File: config.mk
export PLATFORM = sky130hd
export DESIGN_NAME = vga_timing_gen
export DESIGN_NICKNAME = d
export VERILOG_FILES = /design/src/rtl/vga_timing_gen.sv
export SDC_FILE = /design/constraint.sdc
export NUM_CORES = 1
export LEC_CHECK = 0
export BUFFER_PORTS_ARGS = -buffer_cell sky130_fd_sc_hd__buf_2
export CORE_AREA = 3 3 98 100
export DETAILED_ROUTE_END_ITERATION = 16
export DIE_AREA = 0 0 101 103
export PLACE_DENSITY = 0.7
export SYNTH_ARGS = -nofsm -noshare
export SYNTH_HDL_FRONTEND = slang
export SYNTH_SLANG_ARGS = --single-unit
export TNS_END_PERCENT = 10
File: constraint.sdc
create_clock -name pixel_clk -period 5.1 [get_ports pixel_clk]
set_clock_uncertainty 0.1 [all_clocks]
set_input_delay 0.51 -clock pixel_clk [delete_from_list [all_inputs] [get_ports pixel_clk]]
set_output_delay 0.51 -clock pixel_clk [all_outputs]
set_load 0.01 [all_outputs]
File: src/rtl/vga_timing_gen.sv
// Video timing generator: porch-parameterised HS/VS/BLANK with a FIFO-fed pixel stream
// or built-in test patterns, frame-aligned mode changes, underflow flag and frame counter.
module vga_timing_gen #(
  parameter int HDISP  = 800,
  parameter int VDISP  = 480,
  parameter int HFP    = 40,
  parameter int HPULSE = 48,
  parameter int HBP    = 40,
  parameter int VFP    = 13,
  parameter int VPULSE = 3,
  parameter int VBP    = 29,
  parameter int GRID   = 16
) (
  input  logic        pixel_clk,
  input  logic        pixel_rst,
  input  logic [1:0]  mode,
  input  logic [23:0] solid_rgb,
  input  logic        underflow_clr,
  input  logic [31:0] fifo_rdata,
  input  logic        fifo_rempty,
  input  logic        fifo_primed,
  output logic        fifo_read,
  output logic        HS,
  output logic        VS,
  output logic        BLANK,
  output logic [23:0] RGB,
  output logic        frame_start,
  output logic        underflow,
  output logic [15:0] frame_cnt
);

  localparam int HSUP  = HFP + HPULSE + HBP;
  localparam int HSIZE = HSUP + HDISP;
  localparam int VSUP  = VFP + VPULSE + VBP;
  localparam int VSIZE = VSUP + VDISP;
  localparam int HW    = $clog2(HSIZE);
  localparam int VW    = $clog2(VSIZE);
  localparam int BAR_W = HDISP / 8;

  localparam logic [HW-1:0] H_LAST = HW'(HSIZE - 1);
  localparam logic [HW-1:0] H_SUP  = HW'(HSUP);
  localparam logic [HW-1:0] H_PS   = HW'(HFP);
  localparam logic [HW-1:0] H_PE   = HW'(HFP + HPULSE);
  localparam logic [VW-1:0] V_LAST = VW'(VSIZE - 1);
  localparam logic [VW-1:0] V_SUP  = VW'(VSUP);
  localparam logic [VW-1:0] V_PS   = VW'(VFP);
  localparam logic [VW-1:0] V_PE   = VW'(VFP + VPULSE);

  localparam logic [1:0] ST_WAIT_PRIME = 2'd0;
  localparam logic [1:0] ST_STREAM     = 2'd1;
  localparam logic [1:0] ST_PATTERN    = 2'd2;

  logic [HW-1:0] hcnt;
  logic [VW-1:0] vcnt;
  logic [1:0]    state;
  logic [1:0]    state_next;
  logic [1:0]    mode_q;
  logic          started;

  logic          active;
  logic          boundary;
  logic [HW-1:0] x;
  logic [VW-1:0] y;
  logic [HW-1:0] bar_full;
  logic [2:0]    bar_idx;
  logic [23:0]   pattern_rgb;
  logic [23:0]   pixel_next;
  logic          unused_rdata_bits;

  assign unused_rdata_bits = ^fifo_rdata[31:24];

  assign active   = (hcnt >= H_SUP) && (vcnt >= V_SUP);
  assign boundary = (hcnt == '0) && (vcnt == '0);
  assign x        = hcnt - H_SUP;
  assign y        = vcnt - V_SUP;

  // Pixels past the last full bar (HDISP not a multiple of 8) stay in bar 7.
  assign bar_full = x / HW'(BAR_W);
  assign bar_idx  = (bar_full > HW'(7)) ? 3'd7 : bar_full[2:0];

  function automatic logic [23:0] bar_colour(input logic [2:0] idx);
    case (idx)
      3'd0:    return 24'hFFFFFF;
      3'd1:    return 24'hFFFF00;
      3'd2:    return 24'h00FFFF;
      3'd3:    return 24'h00FF00;
      3'd4:    return 24'hFF00FF;
      3'd5:    return 24'hFF0000;
      3'd6:    return 24'h0000FF;
      default: return 24'h000000;
    endcase
  endfunction

  always_comb begin
    pattern_rgb = 24'h000000;
    case (mode_q)
      2'd1: pattern_rgb = (((x % HW'(GRID)) == '0) || ((y % VW'(GRID)) == '0)) ? 24'hFFFFFF : 24'h000000;
      2'd2: pattern_rgb = bar_colour(bar_idx);
      2'd3: pattern_rgb = solid_rgb;
      default: pattern_rgb = 24'h000000;
    endcase
  end

  assign fifo_read = (state == ST_STREAM) && active && !fifo_rempty;

  always_comb begin
    pixel_next = 24'h000000;
    if (active) begin
      if (state == ST_STREAM && !fifo_rempty) pixel_next = fifo_rdata[23:0];
      else if (state == ST_PATTERN)           pixel_next = pattern_rgb;
    end
  end

  // Decisions use the mode value being latched, so a frame's state always matches its mode_q.
  always_comb begin
    state_next = state;
    case (state)
      ST_WAIT_PRIME: begin
        if (mode != 2'd0)     state_next = ST_PATTERN;
        else if (fifo_primed) state_next = ST_STREAM;
      end
      ST_STREAM:  if (mode != 2'd0) state_next = ST_PATTERN;
      ST_PATTERN: if (mode == 2'd0) state_next = ST_WAIT_PRIME;
      default:    state_next = ST_WAIT_PRIME;
    endcase
  end

  always_ff @(posedge pixel_clk or posedge pixel_rst) begin
    if (pixel_rst) begin
      hcnt        <= '0;
      vcnt        <= '0;
      HS          <= 1'b1;
      VS          <= 1'b1;
      BLANK       <= 1'b0;
      RGB         <= 24'h000000;
      frame_start <= 1'b0;
      underflow   <= 1'b0;
      frame_cnt   <= 16'd0;
      mode_q      <= 2'd0;
      state       <= ST_WAIT_PRIME;
      started     <= 1'b0;
    end else begin
      if (hcnt == H_LAST) begin
        hcnt <= '0;
        vcnt <= (vcnt == V_LAST) ? '0 : vcnt + 1'b1;
      end else begin
        hcnt <= hcnt + 1'b1;
      end

      HS          <= !((hcnt >= H_PS) && (hcnt < H_PE));
      VS          <= !((vcnt >= V_PS) && (vcnt < V_PE));
      BLANK       <= active;
      RGB         <= pixel_next;
      frame_start <= boundary;

      if ((state == ST_STREAM) && active && fifo_rempty) underflow <= 1'b1;
      else if (underflow_clr)                            underflow <= 1'b0;

      if (boundary) begin
        mode_q  <= mode;
        state   <= state_next;
        started <= 1'b1;
        if (started) frame_cnt <= frame_cnt + 16'd1;
      end
    end
  end

endmodule

==> impl_metrics.env <==
export IMPL_hold_slack_ps=263
export IMPL_p_switching_uw=251
export IMPL_wl_met2_um=4830
export IMPL_ant_nets=0
export IMPL_yosysSeqAreaShare_pct=43.3
export IMPL_synth_area_per_cell_um2=9.25
export IMPL_antennaDiodeCount=0
export IMPL_p_int_uw=858
export IMPL_synth_main_ff_cell="dfrtp_1"
export IMPL_rrSetupSlack_ps=1170
export IMPL_cp_max_fo=14
export IMPL_fmax_ghz=0.254
export IMPL_rows=34
export IMPL_whs_path_depth=3
export IMPL_dp_cells=629
export IMPL_portBuffers=100
export IMPL_worst_pin_slew_ps=864
export IMPL_path_clk_slew_ps=80
export IMPL_required_ps=5270
export IMPL_critPathKind="reg -> reg"
export IMPL_path_cells="inv_1, ha_1, xnor2_1, a211o_1, a2bb2oi_2, nand2_1, o21a_2, xnor2_1, a2111o_1, o41a_4, nand3_1"
export IMPL_syn_cell_area_um2=4050
export IMPL_pwr_share_clk_pct=46.1
export IMPL_cap_violations=0
export IMPL_post_cts_buffers=0
export IMPL_ir_drop_mv=0.134
export IMPL_min_from="fifo_rdata[17]"
export IMPL_layoutNonFillerInstCount=645
export IMPL_nFillCells=791
export IMPL_grt_util_all_layers_pct=18.3
export IMPL_vias=3546
export IMPL_grt_pass1_vias=3158
export IMPL_min_path_type="in -> reg"
export IMPL_ys_ff_latch=70
export IMPL_synthAdderAreaFrac_pct=3.95
export IMPL_timing_rr_start="hcnt[7]"
export IMPL_outcome="complete, no violations"
export IMPL_synth_top_area_share_pct=42.0
export IMPL_synth_edf_count=0
export IMPL_clockBufferDepth=2
export IMPL_drc=0
export IMPL_p_leak_nw=2.32
export IMPL_power_switching_share_pct=22.6
export IMPL_cp_arrival_ps=4100
export IMPL_worstSetupStartpointType="flip-flop"
export IMPL_yosys_area_share_xor_xnor_pct=7.81
export IMPL_critical_path_slowest_cell="xnor2_1"
export IMPL_synthTopCellsByArea="dfrtp_1 42%, xnor2_1 4.8%, a21oi_1 4.3%"
export IMPL_slew_headroom_pct=42.4
export IMPL_cts_buffers=9
export IMPL_finalSetupTns_ps=0
export IMPL_synthCells=438
export IMPL_synth_cell_type_count=64
export IMPL_cp_common_cell="xnor2_1"
export IMPL_cpPeakStageDelay_ps=570
export IMPL_fin_crit_ps=3930
export IMPL_vias_per_cell=5.50
export IMPL_initial_core_util_pct=46.2
export IMPL_min_to="RGB[17]"
export IMPL_layout_drive_gt1_share_pct=26.6
export IMPL_clk_latency_ps=340
export IMPL_firstDrtPassIters=4
export IMPL_dp_hpwl_um=7030
export IMPL_cts_sinks=70
export IMPL_final_max_slew_violation_count=0
export IMPL_power_frac_seq_pct=50.3
export IMPL_io_pins=109
export IMPL_die_y_um=103
export IMPL_drt_iter0_drc=187
export IMPL_ctsHoldBuffers=0
export IMPL_worstSetupEndpointType="flip-flop"
export IMPL_coreArea_um2=8760
export IMPL_overflow=0
export IMPL_combinationalPowerShare_pct=3.6
export IMPL_yosys_area_share_simple_pct=20.9
export IMPL_clockRootBuffer="clkbuf_8"
export IMPL_nets=607
export IMPL_gp_congestion=0.863
export IMPL_grt_pass1_wl_um=15300
export IMPL_ys_warn_count=0
export IMPL_power_density_nw_per_um2=229
export IMPL_highest_layer="met4"
export IMPL_wl_um=9780
export IMPL_grt_max_degree=71
export IMPL_cts_tree="done"
export IMPL_antenna_found_initial=0
export IMPL_synth_top_family_by_area="simple AND/OR/NAND/NOR gates"
export IMPL_rsz0062_at_grt="false"
export IMPL_syn_to_final_growth_pct=19.8
export IMPL_synth_nets=513
export IMPL_synth_compound_area_share_pct=18.5
export IMPL_synth_mux_area_share_pct=1.39
export IMPL_cts_max_level=3
export IMPL_fp_dieW_um=101
export IMPL_yosys_area_top_type="dfrtp_1"
export IMPL_post_drt_wl_per_cell_um=15.2
export IMPL_wl_met3_um=496
export IMPL_finalHoldViolations=0
export IMPL_async_reset_ff_share_pct=100
export IMPL_wl_met1_um=4370
export IMPL_fin_crit_sh_pct=77.1
export IMPL_cts_resized=0
export IMPL_setup_viol=0
export IMPL_worst_r2r_cell_count=11
export IMPL_die_area_um2=10400
export IMPL_r2r_end="RGB[0]"
[power by group through the flow]
| stage | clock network, mW | registers, mW | logic, mW |
|---|---|---|---|
| global route | 0.547 | 0.558 | 0.0453 |
| CTS | 0.527 | 0.558 | 0.0410 |
| floorplan | 0 | 0.568 | 0.0152 |
| detailed placement | 0 | 0.569 | 0.0407 |
| finish | 0.511 | 0.558 | 0.0400 |
| global placement | 0 | 0.569 | 0.0404 |
[kinds of logic after synthesis]
kind of cell	Yosys count
AOI/OAI and AO/OA	115
xor gates and xnor gates	34
adders and majority gates	13
buffers and inverters	38
DFF	70
muxes	5
and+or+nand+nor	163
[placed cells by master (no fill, tap or decap), types with 3 or more instances in the layout]
master	instances
a211o_1	3
a21oi_1	35
a22oi_1	9
a31oi_1	5
and2_1	4
and3_1	4
buf_2	100
buf_4	4
clkbuf_8	9
clkinv_4	3
dfrtp_1	68
ha_1	12
inv_1	16
mux2_2	5
nand2_1	43
nand2b_1	5
nand3_1	26
nand3b_1	3
nand4_1	7
nor2_1	31
nor2b_1	6
nor3_1	10
nor3b_1	3
nor4_1	4
nor4b_1	3
o211ai_1	5
o21ai_0	31
or3_1	3
xnor2_1	22
xor2_1	11
[layout make-up]
type | instances | area, um^2 | share of cell area, %
Multi-Input combinational cell | 330 | 2140 | 44.1
Sequential cell | 70 | 1750 | 36.1
Tap cell | 108 | 135 | 2.78
Clock buffer | 9 | 124 | 2.55
Clock inverter | 7 | 106 | 2.19
Timing Repair Buffer | 104 | 531 | 10.9
Inverter | 17 | 63.8 | 1.31
[metrics by stage]
step                worst slack [ps]  util, %  instance area [um^2]  total power [mW]
floorplan                       1800        -                  4050             0.584
global placement                1280     52.8                  4620             0.609
detailed placement              1220     52.8                  4620             0.610
CTS                             1180     55.4                  4850              1.13
global route                     892     55.4                  4850              1.15
finish                          1170     55.4                  4850              1.11
[flip-flops by register name (all words and copies together) (netlist names)]
name         flops
VS               1
started          1
RGB             24
frame_cnt       16
mode_q           2
BLANK            1
vcnt            10
state            2
hcnt            10
HS               1
frame_start      1
underflow        1
[worst max-delay path by stage]
| stage | slack (ps) | cells past startpoint | endpoint | start |
|---|---|---|---|---|
| after floorplan | 1800 | 12 | RGB[0] | hcnt[7] |
| after global placement | 1280 | 11 | RGB[5] | hcnt[7] |
| after detailed placement | 1220 | 11 | RGB[0] | hcnt[7] |
| after CTS | 1180 | 11 | RGB[0] | hcnt[7] |
| after global routing | 890 | 11 | RGB[0] | hcnt[7] |
| final | 1170 | 11 | RGB[0] | hcnt[7] |
[worst max-delay path: cells and delay by family (launching register included)]
kind,cells,cell delay (ps)
adders and majority gates,1,300
xor gates and xnor gates,2,690
and+or+nand+nor,2,200
DFF,1,560
AOI/OAI and AO/OA,5,1850
buffers and inverters,1,150
[Yosys cell counts (2+ instances only)]
cell	number
dfrtp_1	68
o211a_1	2
and2_1	4
nand4_1	7
o21ai_0	31
ha_1	12
buf_2	4
buf_1	3
o311ai_0	2
nor2_1	31
nand4b_1	2
a21oi_1	35
nor4b_1	3
xor2_1	11
a21o_1	2
dfstp_2	2
o41ai_1	2
o211ai_1	5
a21oi_2	2
a22oi_1	9
a211oi_2	2
and3_1	4
a31oi_1	5
or3_1	3
buf_6	2
nor3_1	10
clkbuf_1	10
nand2_1	43
nor3b_1	3
nand2b_1	5
xnor2_1	22
o31a_1	2
o21bai_1	2
nor4_1	4
nand3b_1	3
inv_1	17
a211o_1	3
nor2b_1	6
nand3_1	26
mux2_2	5
[metal layers]
layer / vias up / GRT usage (%)
met5: - / 0
met4: 0 / 4.29
met3: 8 / 4.06
met2: 85 / 31.0
met1: 1700 / 24.1
li1: 1753 / -
Note: power is estimated with default switching activity, not from simulation.
